==> src/rtl/fp16_result_packer.sv <==
// Three-stage normalize / round-to-nearest-even / pack of an unpacked FMA result into binary16.
// One shared advance enable moves all stages together, so a stall freezes the whole pipe.
module fp16_result_packer #(
    parameter int MANT_W = 24,
    parameter int FRAC_W = 20
) (
    input  logic              clk,
    input  logic              rst_n,
    input  logic              in_valid,
    output logic              in_ready,
    input  logic              in_sign,
    input  logic [7:0]        in_exp,
    input  logic [MANT_W-1:0] in_mant,
    input  logic              in_nan,
    input  logic              in_inf,
    output logic              out_valid,
    input  logic              out_ready,
    output logic [15:0]       out_result,
    output logic              out_overflow,
    output logic              out_underflow,
    output logic              out_inexact
);
    localparam int PW = $clog2(MANT_W);

    logic w_adv;

    // Stage 1 registers
    logic              r1_valid, r1_sign, r1_nan, r1_inf, r1_zero;
    logic [7:0]        r1_exp;
    logic [MANT_W-1:0] r1_mant;
    logic [PW-1:0]     r1_p;
    logic [PW-1:0]     w_lead;

    // Stage 2 registers
    logic              r2_valid, r2_sign, r2_nan, r2_inf, r2_zero, r2_sub;
    logic [9:0]        r2_exp;
    logic [10:0]       r2_sig;
    logic              r2_guard, r2_sticky;

    // Stage 3 (output) registers
    logic              r3_valid;
    logic [15:0]       r3_result;
    logic              r3_ovf, r3_unf, r3_inx;

    assign w_adv     = !r3_valid || out_ready;
    assign in_ready  = w_adv;
    assign out_valid = r3_valid;
    assign out_result    = r3_result;
    assign out_overflow  = r3_ovf;
    assign out_underflow = r3_unf;
    assign out_inexact   = r3_inx;

    always_comb begin
        w_lead = '0;
        for (int i = 0; i < MANT_W; i++) begin
            if (in_mant[i]) w_lead = PW'(i);
        end
    end

    always_ff @(posedge clk) begin
        if (!rst_n) begin
            r1_valid <= 1'b0;
        end else if (w_adv) begin
            r1_valid <= in_valid;
            r1_sign  <= in_sign;
            r1_exp   <= in_exp;
            r1_mant  <= in_mant;
            r1_nan   <= in_nan;
            r1_inf   <= in_inf;
            r1_zero  <= (in_mant == '0);
            r1_p     <= w_lead;
        end
    end

    // Stage 2: biased exponent, normalization, subnormal denormalization with sticky collection
    logic signed [9:0]  w_b;
    logic               w_sub;
    logic [3:0]         w_rsh;
    logic [MANT_W-1:0]  w_norm, w_den, w_mask;
    logic [10:0]        w_sig;
    logic               w_guard, w_sticky;

    always_comb begin
        w_b    = {{2{r1_exp[7]}}, r1_exp} + 10'(r1_p) - 10'(FRAC_W) + 10'd15;
        w_sub  = (w_b < 10'sd1);
        if (!w_sub)
            w_rsh = 4'd0;
        else if (w_b <= -10'sd11)
            w_rsh = 4'd12;
        else
            w_rsh = 4'(10'sd1 - w_b);
        w_norm   = r1_mant << (PW'(MANT_W - 1) - r1_p);
        w_mask   = ~({MANT_W{1'b1}} << w_rsh);
        w_den    = w_norm >> w_rsh;
        w_sig    = w_den[MANT_W-1 -: 11];
        w_guard  = w_den[MANT_W-12];
        w_sticky = (|w_den[MANT_W-13:0]) | (|(w_norm & w_mask));
    end

    always_ff @(posedge clk) begin
        if (!rst_n) begin
            r2_valid <= 1'b0;
        end else if (w_adv) begin
            r2_valid  <= r1_valid;
            r2_sign   <= r1_sign;
            r2_nan    <= r1_nan;
            r2_inf    <= r1_inf;
            r2_zero   <= r1_zero;
            r2_sub    <= w_sub;
            r2_exp    <= w_sub ? 10'd0 : w_b;
            r2_sig    <= w_sig;
            r2_guard  <= w_guard;
            r2_sticky <= w_sticky;
        end
    end

    // Stage 3: RNE increment, carry renormalization, overflow, specials
    logic [11:0]        w_sum;
    logic signed [9:0]  w_exp_f;
    logic [9:0]         w_frac;
    logic               w_inx, w_ovf;
    logic [15:0]        w_result;
    logic               w_res_ovf, w_res_unf, w_res_inx;

    always_comb begin
        w_sum = {1'b0, r2_sig} + 12'(r2_guard & (r2_sticky | r2_sig[0]));
        if (r2_sub)
            w_exp_f = {9'd0, w_sum[10]};
        else if (w_sum[11])
            w_exp_f = r2_exp + 10'd1;
        else
            w_exp_f = r2_exp;
        w_frac = w_sum[11] ? 10'd0 : w_sum[9:0];
        w_inx  = r2_guard | r2_sticky;
        w_ovf  = (w_exp_f >= 10'sd31);

        w_result  = {r2_sign, w_exp_f[4:0], w_frac};
        w_res_ovf = 1'b0;
        w_res_inx = w_inx;
        w_res_unf = (w_exp_f == 10'sd0) && w_inx;
        if (r2_nan) begin
            w_result  = 16'h7E00;
            w_res_inx = 1'b0;
            w_res_unf = 1'b0;
        end else if (r2_inf || r2_zero) begin
            w_result  = {r2_sign, r2_inf ? 15'h7C00 : 15'h0000};
            w_res_inx = 1'b0;
            w_res_unf = 1'b0;
        end else if (w_ovf) begin
            w_result  = {r2_sign, 15'h7C00};
            w_res_ovf = 1'b1;
            w_res_inx = 1'b1;
            w_res_unf = 1'b0;
        end
    end

    always_ff @(posedge clk) begin
        if (!rst_n) begin
            r3_valid  <= 1'b0;
            r3_result <= 16'h0000;
            r3_ovf    <= 1'b0;
            r3_unf    <= 1'b0;
            r3_inx    <= 1'b0;
        end else if (w_adv) begin
            r3_valid  <= r2_valid;
            r3_result <= w_result;
            r3_ovf    <= w_res_ovf;
            r3_unf    <= w_res_unf;
            r3_inx    <= w_res_inx;
        end
    end
endmodule

==> config.mk <==
export PLATFORM = sky130hd
export DESIGN_NAME = fp16_result_packer
export DESIGN_NICKNAME = d
export VERILOG_FILES = /design/src/rtl/fp16_result_packer.sv
export SDC_FILE = /design/constraint.sdc
export NUM_CORES = 1
export LEC_CHECK = 0
export CORE_ASPECT_RATIO = 1.5
export CORE_UTILIZATION = 35
export DETAILED_ROUTE_END_ITERATION = 12
export PLACE_DENSITY = 0.54
export SYNTH_ARGS = -nofsm -noshare
export SYNTH_HDL_FRONTEND = slang
export SYNTH_SLANG_ARGS = --single-unit
==> constraint.sdc <==
create_clock -name clk -period 7.1 [get_ports clk]
set_clock_uncertainty 0.1 [all_clocks]
set_input_delay 2.13 -clock clk [delete_from_list [all_inputs] [get_ports clk]]
set_output_delay 2.13 -clock clk [all_outputs]
set_load 0.02 [all_outputs]
==> results of run 1 <==
[cell families (layout without fill, tap and decap cells)]
group | count (synthesis) | after routing | share of synthesized area
adder cells (fa/ha/maj) | 17 | 17 | 0.0335
XOR/XNOR | 19 | 19 | 0.0276
other | 1 | 1 | 0.000570
buffers and inverters | 73 | 120 | 0.0502
AO/OA/AOI/OAI | 189 | 189 | 0.206
AND/OR/NAND/NOR | 238 | 238 | 0.180
flip-flops | 91 | 91 | 0.382
multiplexers | 53 | 53 | 0.120
[stage by stage]
step | std cells | setup slack [ns] | utilization | hold slack [ns]
CTS | 980 | 1.18 | 0.415 | 0.324
detailed placement | 964 | 1.19 | 0.398 | 0.305
floorplan | 681 | 2.01 | - | 0.300
finish | 980 | 1.19 | 0.415 | 0.323
global route | 980 | 1.11 | 0.415 | 0.332
global placement | 964 | 1.20 | 0.398 | 0.302
[per-layer routing]
metal / up-vias / global-route usage / part of all wire
li1: 2694 / - / -
met1: 2595 / 0.185 / 0.37
met2: 134 / 0.362 / 0.56
met3: 39 / 0.0281 / 0.029
met4: 0 / 0.0932 / 0.037
met5: - / 0 / 0
[cell usage in the layout (no fill, tap or decap), types with 4 or more instances in the layout]
cell / instances
clkbuf_16: 9
a31oi_1: 6
ha_1: 16
o21a_1: 6
nand3_1: 27
or3_1: 5
edfxtp_1: 69
dfxtp_1: 22
or2_2: 4
o21bai_1: 5
mux2i_1: 29
nand4_1: 14
and3_1: 9
inv_1: 36
o21ai_0: 35
a21oi_1: 32
nand2_1: 64
o22ai_1: 6
clkdlybuf4s50_1: 59
a211oi_1: 7
o21ai_1: 9
a21o_1: 6
a21boi_0: 5
xor2_1: 9
nor2b_1: 6
mux4_2: 20
o21ai_2: 7
o211ai_1: 5
nor4_1: 10
o31ai_1: 11
nor2_1: 57
xnor2_1: 8
nor3_1: 19
a211o_1: 5
buf_4: 7
[cell type report]
type	count	area (sq um)	share of cell area
well taps	252	315	0.0411
repair buffers	66	643	0.0838
multi-input cells	517	3740	0.488
inverters	38	143	0.0186
clock buffers	9	225	0.0294
flip-flops and latches	91	2510	0.327
clock inverters	7	88.8	0.0116
[registers in the layout, summed over array words and instances (netlist names), 5 cells and up]
| register | count |
|---|---|
| r1_p | 5 |
| r1_exp | 8 |
| out_result | 16 |
| r2_exp | 10 |
| r1_mant | 24 |
| r2_sig | 11 |
[power by group through the flow]
stage / sequential (uW) / combinational (uW) / clock, uW
2_1_floorplan: 663 / 329 / 0
3_3_place_gp: 665 / 455 / 0
3_5_place_dp: 667 / 460 / 0
4_1_cts: 655 / 463 / 511
5_1_grt: 660 / 507 / 534
6_report: 654 / 464 / 497
[worst paths after layout]
| check | endpoint | slack [ns] | from | cells past startpoint |
|---|---|---|---|---|
| max reg2reg | r2_sticky$_DFFE_PP_ | 1.69 | r1_p[3]$_SDFFCE_PN0P_ | 14 |
| min | r2_nan$_DFFE_PP_ | 0.32 | r1_nan$_DFFE_PP_ | 0 |
| min reg2reg | r2_nan$_DFFE_PP_ | 0.32 | r1_nan$_DFFE_PP_ | 0 |
| max | in_ready | 1.19 | out_ready | 5 |
[critical path, cell delays in order]
cell	delay, ns
clkdlybuf4s50_1	0.45
nor2b_1	0.04
buf_4	0.16
inv_1	0.23
clkdlybuf4s50_1	0.66
==> impl_metrics.env, run 1 <==
export IMPL_outcome="finished, final reports clean"
export IMPL_wire_per_inst_um=17.4
export IMPL_seq_area_frac_synth=0.382
export IMPL_numCtsBuffers=9
export IMPL_grt_setup_unrepaired="no"
export IMPL_syn_area_per_cell_sq_um=9.66
export IMPL_grt_max_degree=43
export IMPL_combPwrFrac=0.287
export IMPL_critPathKind="primary input to output port"
export IMPL_share_seq_of_total_power=0.405
export IMPL_cellLeakagePower_uw=0.00284
export IMPL_ir_worst_vdd_mv=0.101
export IMPL_fp_dieW_um=114
export IMPL_floorplan_initialDensity=0.356
export IMPL_p_total_uw=1620
export IMPL_crit_path_max_fanout=12
export IMPL_grt_pass1_wl_mm=27.8
export IMPL_drt_first_pass_iters=4
export IMPL_htreeDepth=3
export IMPL_synth_common_cells="edfxtp_1, nand2_1, nor2_1"
export IMPL_finalSetupViolCount=0
export IMPL_synth_distinct_cells=87
export IMPL_wirelength_mm=17.0
export IMPL_netlist_area_leader_share=0.315
export IMPL_p_int_uw=1060
export IMPL_clock_path_buffers=2
export IMPL_fin_crit_sh=0.832
export IMPL_hold_class="flip-flop to flip-flop"
export IMPL_p_per_area_nw_per_um2=211
export IMPL_die_area_sq_um=19400
export IMPL_synthesis_area_sq_um=6580
export IMPL_avgViaCountPerCell=5.57
export IMPL_synth_ff_type="edfxtp_1"
export IMPL_cp_arrival_ns=3.68
export IMPL_initialDrtViolationCount=229
export IMPL_drc=0
export IMPL_grt_pass1_vias=5596
export IMPL_grtUsageTotal=0.185
export IMPL_fin_nets=779
export IMPL_async_reset_ff_frac=0
export IMPL_syn2layout_area_growth_pct=16.6
export IMPL_p_switching_uw=554
export IMPL_min_period_ns=5.91
export IMPL_final_area_sq_um=7670
export IMPL_synth_cells=681
export IMPL_hold_buffers=0
export IMPL_start_kind="primary input"
export IMPL_maxSlewViolCount=0
export IMPL_drv_cap=0
export IMPL_path_clk_slew_ns=0.08
export IMPL_ctsResizeCount=0
export IMPL_fin_tns_setup_ns=0
export IMPL_nFillCells=1893
export IMPL_cts_tree="yes"
export IMPL_core_region_area_sq_um=18500
export IMPL_rows=61
export IMPL_synth_edff_count=69
export IMPL_die_y_um=170
export IMPL_root_buffer="clkbuf_16"
export IMPL_place_area_sq_um=7360
export IMPL_yosys_area_top_type="edfxtp_1"
export IMPL_fmaxAchievable_mhz=169
export IMPL_synthTopCellsByArea="edfxtp_1, mux4_2, dfxtp_1"
export IMPL_ys_warn_count=0
export IMPL_relSlewSlack=0.369
export IMPL_cts_setup_buffers=0
export IMPL_clkPwrFrac=0.308
export IMPL_ios=60
export IMPL_synth_most_common_cell="edfxtp_1"
export IMPL_cts_sinks=91
export IMPL_switching_share=0.342
export IMPL_synth_fp_nets=737
export IMPL_synth_seq_cells=91
export IMPL_hold_viol=0
export IMPL_drive_gt1_frac=0.117
export IMPL_setup_worst_path_end_class="output port"
export IMPL_tightest_slew_ns=0.947
export IMPL_antenna_cells=0
export IMPL_gp_congestion=0.889
export IMPL_num_vias=5462
export IMPL_cp_required_ns=4.87
export IMPL_grt_overflow=0
export IMPL_hpwlAfterDp_mm=13.4
export IMPL_insertion_delay_ns=0.36
export IMPL_port_buffers=59
export IMPL_ant_nets=0
export IMPL_antenna_found_initial=0
Note: power is estimated with default switching activity, not from simulation.
==> inputs of run 2 (changes only) <==
PLACE_DENSITY = 0.56   (was 0.54)
clock period = 5 ns   (was 7.1 ns; I/O delays follow)
==> impl_metrics.env, run 2 (same netlist as run 1, synthesis figures left out) <==
export IMPL_outcome="finished, final reports clean"
export IMPL_avgViaCountPerCell=5.61
export IMPL_hold_viol=0
export IMPL_floorplan_initialDensity=0.356
export IMPL_htreeDepth=3
export IMPL_hpwlAfterDp_mm=14.4
export IMPL_drc=0
export IMPL_fin_nets=805
export IMPL_nFillCells=1862
export IMPL_postLayoutCoreUtil=0.427
export IMPL_wirelength_mm=17.9
export IMPL_final_cell_mix="edfxtp_1, nand2_1, clkdlybuf4s50_1"
export IMPL_grt_max_degree=35
export IMPL_critPathSlowestCell="o22ai_2"
export IMPL_p_per_area_nw_per_um2=298
export IMPL_drv_cap=0
export IMPL_hold_buffers=0
export IMPL_fmaxAchievable_mhz=221
export IMPL_die_y_um=170
export IMPL_cts_sinks=91
export IMPL_fin_tns_setup_ns=0
export IMPL_final_common_cell="edfxtp_1"
export IMPL_max_stage_delay_ns=0.56
export IMPL_ios=60
export IMPL_cp_arrival_ns=4.55
export IMPL_start_kind="flip-flop"
export IMPL_port_buffers=59
export IMPL_gp_congestion=0.921
export IMPL_cp_required_ns=5.01
export IMPL_num_vias=5643
export IMPL_antenna_cells=0
export IMPL_rows=61
export IMPL_insertion_delay_ns=0.37
export IMPL_numCtsBuffers=9
export IMPL_drt_first_pass_iters=4
export IMPL_cts_setup_buffers=0
export IMPL_die_area_sq_um=19400
export IMPL_grt_pass1_wl_mm=28.7
export IMPL_antenna_found_initial=0
export IMPL_grt_pass1_vias=5813
export IMPL_clock_path_buffers=2
export IMPL_crit_path_max_fanout=15
export IMPL_relSlewSlack=0.502
export IMPL_fin_crit_sh=0.907
export IMPL_path_clk_slew_ns=0.08
export IMPL_setup_slack_ns=0.467
export IMPL_grtUsageTotal=0.192
export IMPL_final_area_sq_um=7900
export IMPL_hold_class="flip-flop to flip-flop"
export IMPL_wire_per_inst_um=17.8
export IMPL_drive_gt1_frac=0.147
export IMPL_largest_reg_flops=24
export IMPL_cp_cell_sequence="inv_2, ha_1, inv_1, ha_1, fa_1, xnor2_1, a221oi_1, nand3_1, o41a_1, o22ai_2, mux2i_1, o2bb2ai_1, a2111oi_2, nand4_1, a22o_1"
export IMPL_top_register="r1_mant"
export IMPL_grt_setup_unrepaired="no"
export IMPL_cts_tree="yes"
export IMPL_ir_worst_vdd_mv=0.156
export IMPL_ctsResizeCount=0
export IMPL_finalSetupViolCount=0
export IMPL_cp_common_cell="ha_1"
export IMPL_core_region_area_sq_um=18500
export IMPL_setup_worst_path_end_class="flip-flop"
export IMPL_dpl_worst_slack_ns=0.540
export IMPL_initialDrtViolationCount=364
export IMPL_min_period_ns=4.53
export IMPL_ant_nets=0
export IMPL_maxSlewViolCount=0
export IMPL_fp_dieW_um=114
export IMPL_cellLeakagePower_uw=0.00297
export IMPL_grt_overflow=0
export IMPL_place_area_sq_um=7580
export IMPL_p_total_uw=2350
export IMPL_root_buffer="clkbuf_16"
export IMPL_syn2layout_area_growth_pct=20.0
export IMPL_critPathKind="flip-flop to flip-flop"
export IMPL_tightest_slew_ns=0.745
run 2: where the power goes:
group          total (uW)  internal (uW)  switching (uW)
Sequential            929            884            44.5
Clock                 713            363             350
Combinational         709            296             413
Total                2350           1540             807
run 2: final cells by class:
cell class,instances,area [sq um],area share
inverters,38,143,0.0181
multi-input cells,517,3740,0.474
repair buffers,92,863,0.109
clock buffers,9,225,0.0285
clock inverters,7,91.3,0.0116
well taps,252,315,0.0399
flip-flops and latches,91,2510,0.318
run 2: metrics by stage:
stage,instances,hold WS [ns]
CTS,1006,0.329
floorplan,681,0.300
global placement,990,0.303
finish,1006,0.325
detailed placement,990,0.309
global route,1006,0.336
run 2: final timing paths:
kind	startpoint	endpoint	slack, ns	depth (start not counted)
setup / recovery	r1_p[1]$_SDFFCE_PP1P_	r2_sticky$_DFFE_PP_	0.47	15
hold / removal	r1_sign$_DFFE_PP_	r2_sign$_DFFE_PP_	0.33	0
setup reg to reg	r1_p[1]$_SDFFCE_PP1P_	r2_sticky$_DFFE_PP_	0.47	15
hold reg to reg	r1_sign$_DFFE_PP_	r2_sign$_DFFE_PP_	0.33	0
run 2: critical path, delay by kind of cell (launching register included):
kind	cells	cell delay [ns]
flops	1	0.37
buf+inv	2	0.09
mux	1	0.29
simple gates	2	0.37
compound gates	6	1.86
fa+ha+maj	3	0.95
xor+xnor	1	0.25
run 2: layer usage:
metal / GRT usage / share of wire / vias up / wire [um]
li1: - / - / 2740 / -
met1: 0.179 / 0.35 / 2675 / 6240
met2: 0.386 / 0.57 / 174 / 10100
met3: 0.0274 / 0.037 / 54 / 670
met4: 0.108 / 0.048 / 0 / 851
met5: 0 / 0 / - / 0
==> inputs of run 3 (changes only) <==
PLACE_DENSITY = 0.54   (was 0.56)
clock period = 4.3 ns   (was 5 ns; I/O delays follow)
==> impl_metrics.env, run 3 (same netlist as run 1, synthesis figures left out) <==
export IMPL_clock_path_buffers=2
export IMPL_ios=60
export IMPL_grt_max_degree=70
export IMPL_grt_overflow=0
export IMPL_top_layer="met4"
export IMPL_path_clk_slew_ns=0.08
export IMPL_grt_pass1_wl_mm=29.4
export IMPL_cellLeakagePower_uw=0.00318
export IMPL_antenna_found_initial=0
export IMPL_syn2layout_area_growth_pct=28.7
export IMPL_fin_crit_sh=0.992
export IMPL_place_area_sq_um=7800
export IMPL_setup_worst_path_end_class="flip-flop"
export IMPL_wl_met1_mm=6.38
export IMPL_final_cell_mix="edfxtp_1, nand2_1, clkdlybuf4s50_1"
export IMPL_grtUsageTotal=0.196
export IMPL_drt_first_pass_iters=5
export IMPL_wl_met3_um=560
export IMPL_floorplan_initialDensity=0.356
export IMPL_nFillCells=1846
export IMPL_fp_dieW_um=114
export IMPL_initialDrtViolationCount=289
export IMPL_cts_tree="yes"
export IMPL_insertion_delay_ns=0.37
export IMPL_crit_path_max_fanout=5
export IMPL_drive_gt1_frac=0.221
export IMPL_core_region_area_sq_um=18500
export IMPL_finalSetupViolCount=0
export IMPL_wire_per_inst_um=17.6
export IMPL_hold_viol=0
export IMPL_crit_path_end="r2_sticky$_DFFE_PP_"
export IMPL_die_area_sq_um=19400
export IMPL_rows=61
export IMPL_worst_path_buf_inv=3
export IMPL_hpwlAfterDp_mm=14.3
export IMPL_relSlewSlack=0.407
export IMPL_die_y_um=170
export IMPL_final_cells=1039
export IMPL_avgViaCountPerCell=5.53
export IMPL_cts_sinks=91
export IMPL_port_buffers=59
export IMPL_dp_cells=1014
export IMPL_crit_start="r1_p[1]$_SDFFCE_PP1P_"
export IMPL_ir_worst_vdd_mv=0.231
export IMPL_drc=0
export IMPL_start_kind="flip-flop"
export IMPL_outcome="finished, final reports clean"
export IMPL_num_vias=5749
export IMPL_rr_worst_depth=16
export IMPL_fin_tns_setup_ns=0
export IMPL_tightest_slew_ns=0.887
export IMPL_numCtsBuffers=9
export IMPL_grt_pass1_vias=5879
export IMPL_dr_wl_met2_mm=10.5
export IMPL_gp_congestion=0.894
export IMPL_critical_path_cell_count=16
export IMPL_ant_nets=0
export IMPL_cp_arrival_ns=4.28
export IMPL_wirelength_mm=18.3
export IMPL_reg2reg_to="r2_sticky$_DFFE_PP_"
export IMPL_final_common_cell="edfxtp_1"
export IMPL_maxSlewViolCount=0
export IMPL_hold_class="flip-flop to flip-flop"
export IMPL_antenna_cells=0
export IMPL_cp_cell_sequence="inv_2, ha_4, inv_2, ha_4, fa_2, a211o_1, a21o_4, and3_1, nand4_1, nand2_1, buf_4, nor2_1, o21ai_0, a2111oi_4, nand4_1, a22o_1"
export IMPL_critPathTopFamily="compound AO/OA/AOI/OAI gates"
export IMPL_drv_cap=0
export IMPL_final_area_sq_um=8470
export IMPL_fmaxAchievable_mhz=235
export IMPL_root_buffer="clkbuf_16"
export IMPL_r2r_start="r1_p[1]$_SDFFCE_PP1P_"
export IMPL_largest_reg_flops=24
export IMPL_critPathSlowestCell="fa_2"
export IMPL_min_period_ns=4.26
export IMPL_top_register="r1_mant"
export IMPL_max_stage_delay_ns=0.41
export IMPL_cp_required_ns=4.32
export IMPL_fin_nets=838
export IMPL_critPathKind="flip-flop to flip-flop"
export IMPL_r2r_slack_ns=0.04
export IMPL_htreeDepth=3
export IMPL_p_per_area_nw_per_um2=340
run 3: cell count changes in the layout (fill, tap and decap cells not counted), moves of 3 or more:
cell | previous run | this run
nand3_2 | 0 | 3
o21ai_0 | 35 | 32
nand3_1 | 27 | 23
o21ai_2 | 7 | 10
buf_4 | 31 | 58
a21oi_1 | 32 | 29
a21oi_2 | 3 | 6
buf_12 | 2 | 6
run 3: per-layer routing:
metal	track usage	vias up
li1	-	2808
met1	0.183	2727
met2	0.396	159
met3	0.0299	55
met4	0.107	0
met5	0	-
run 3: power breakdown:
| part | internal, uW | leakage (uW) | switching [uW] |
|---|---|---|---|
| Clock | 411 | 0.000144 | 392 |
| Combinational | 452 | 0.00218 | 549 |
| Sequential | 1030 | 0.000854 | 49.6 |
| Total | 1890 | 0.00318 | 991 |
run 3: what timing repair did:
item,in CTS,in global routing
setup endpoints to repair,1,2
buffers inserted,0,8
hold buffers,0,0
gates cloned,0,1
gates resized for setup,11,36
pin swaps,2,21
run 3: cell type report:
type / instances / area, sq um / area share
clock buffer: 9 / 225 / 0.0266
clock inverter: 7 / 72.6 / 0.00857
inverter: 38 / 143 / 0.0168
multi-input combinational: 517 / 4020 / 0.474
sequential: 91 / 2510 / 0.297
tap: 252 / 315 / 0.0372
timing repair buffer: 125 / 1190 / 0.140
run 3: worst min path at each step:
stage                           start                 to  slack, ns  cells past startpoint
floorplan            r1_inf$_DFFE_PP_   r2_inf$_DFFE_PP_       0.30                      0
global placement    r1_sign$_DFFE_PP_  r2_sign$_DFFE_PP_       0.30                      0
detailed placement   r1_nan$_DFFE_PP_   r2_nan$_DFFE_PP_       0.31                      0
CTS                  r1_nan$_DFFE_PP_   r2_nan$_DFFE_PP_       0.33                      0
global route         r1_nan$_DFFE_PP_   r2_nan$_DFFE_PP_       0.35                      0
finish               r1_nan$_DFFE_PP_   r2_nan$_DFFE_PP_       0.32                      0
run 3: metrics by stage:
stage           util  worst slack [ns]  total power, uW  hold WS, ns
2_1_floorplan      -            0.0174             1640        0.300
3_3_place_gp   0.422            -0.100             1980        0.302
3_5_place_dp   0.422            -0.142             1980        0.307
4_1_cts        0.441           0.00210             2810        0.325
5_1_grt        0.459           -0.0370             3020        0.348
6_report       0.459            0.0360             2880        0.323
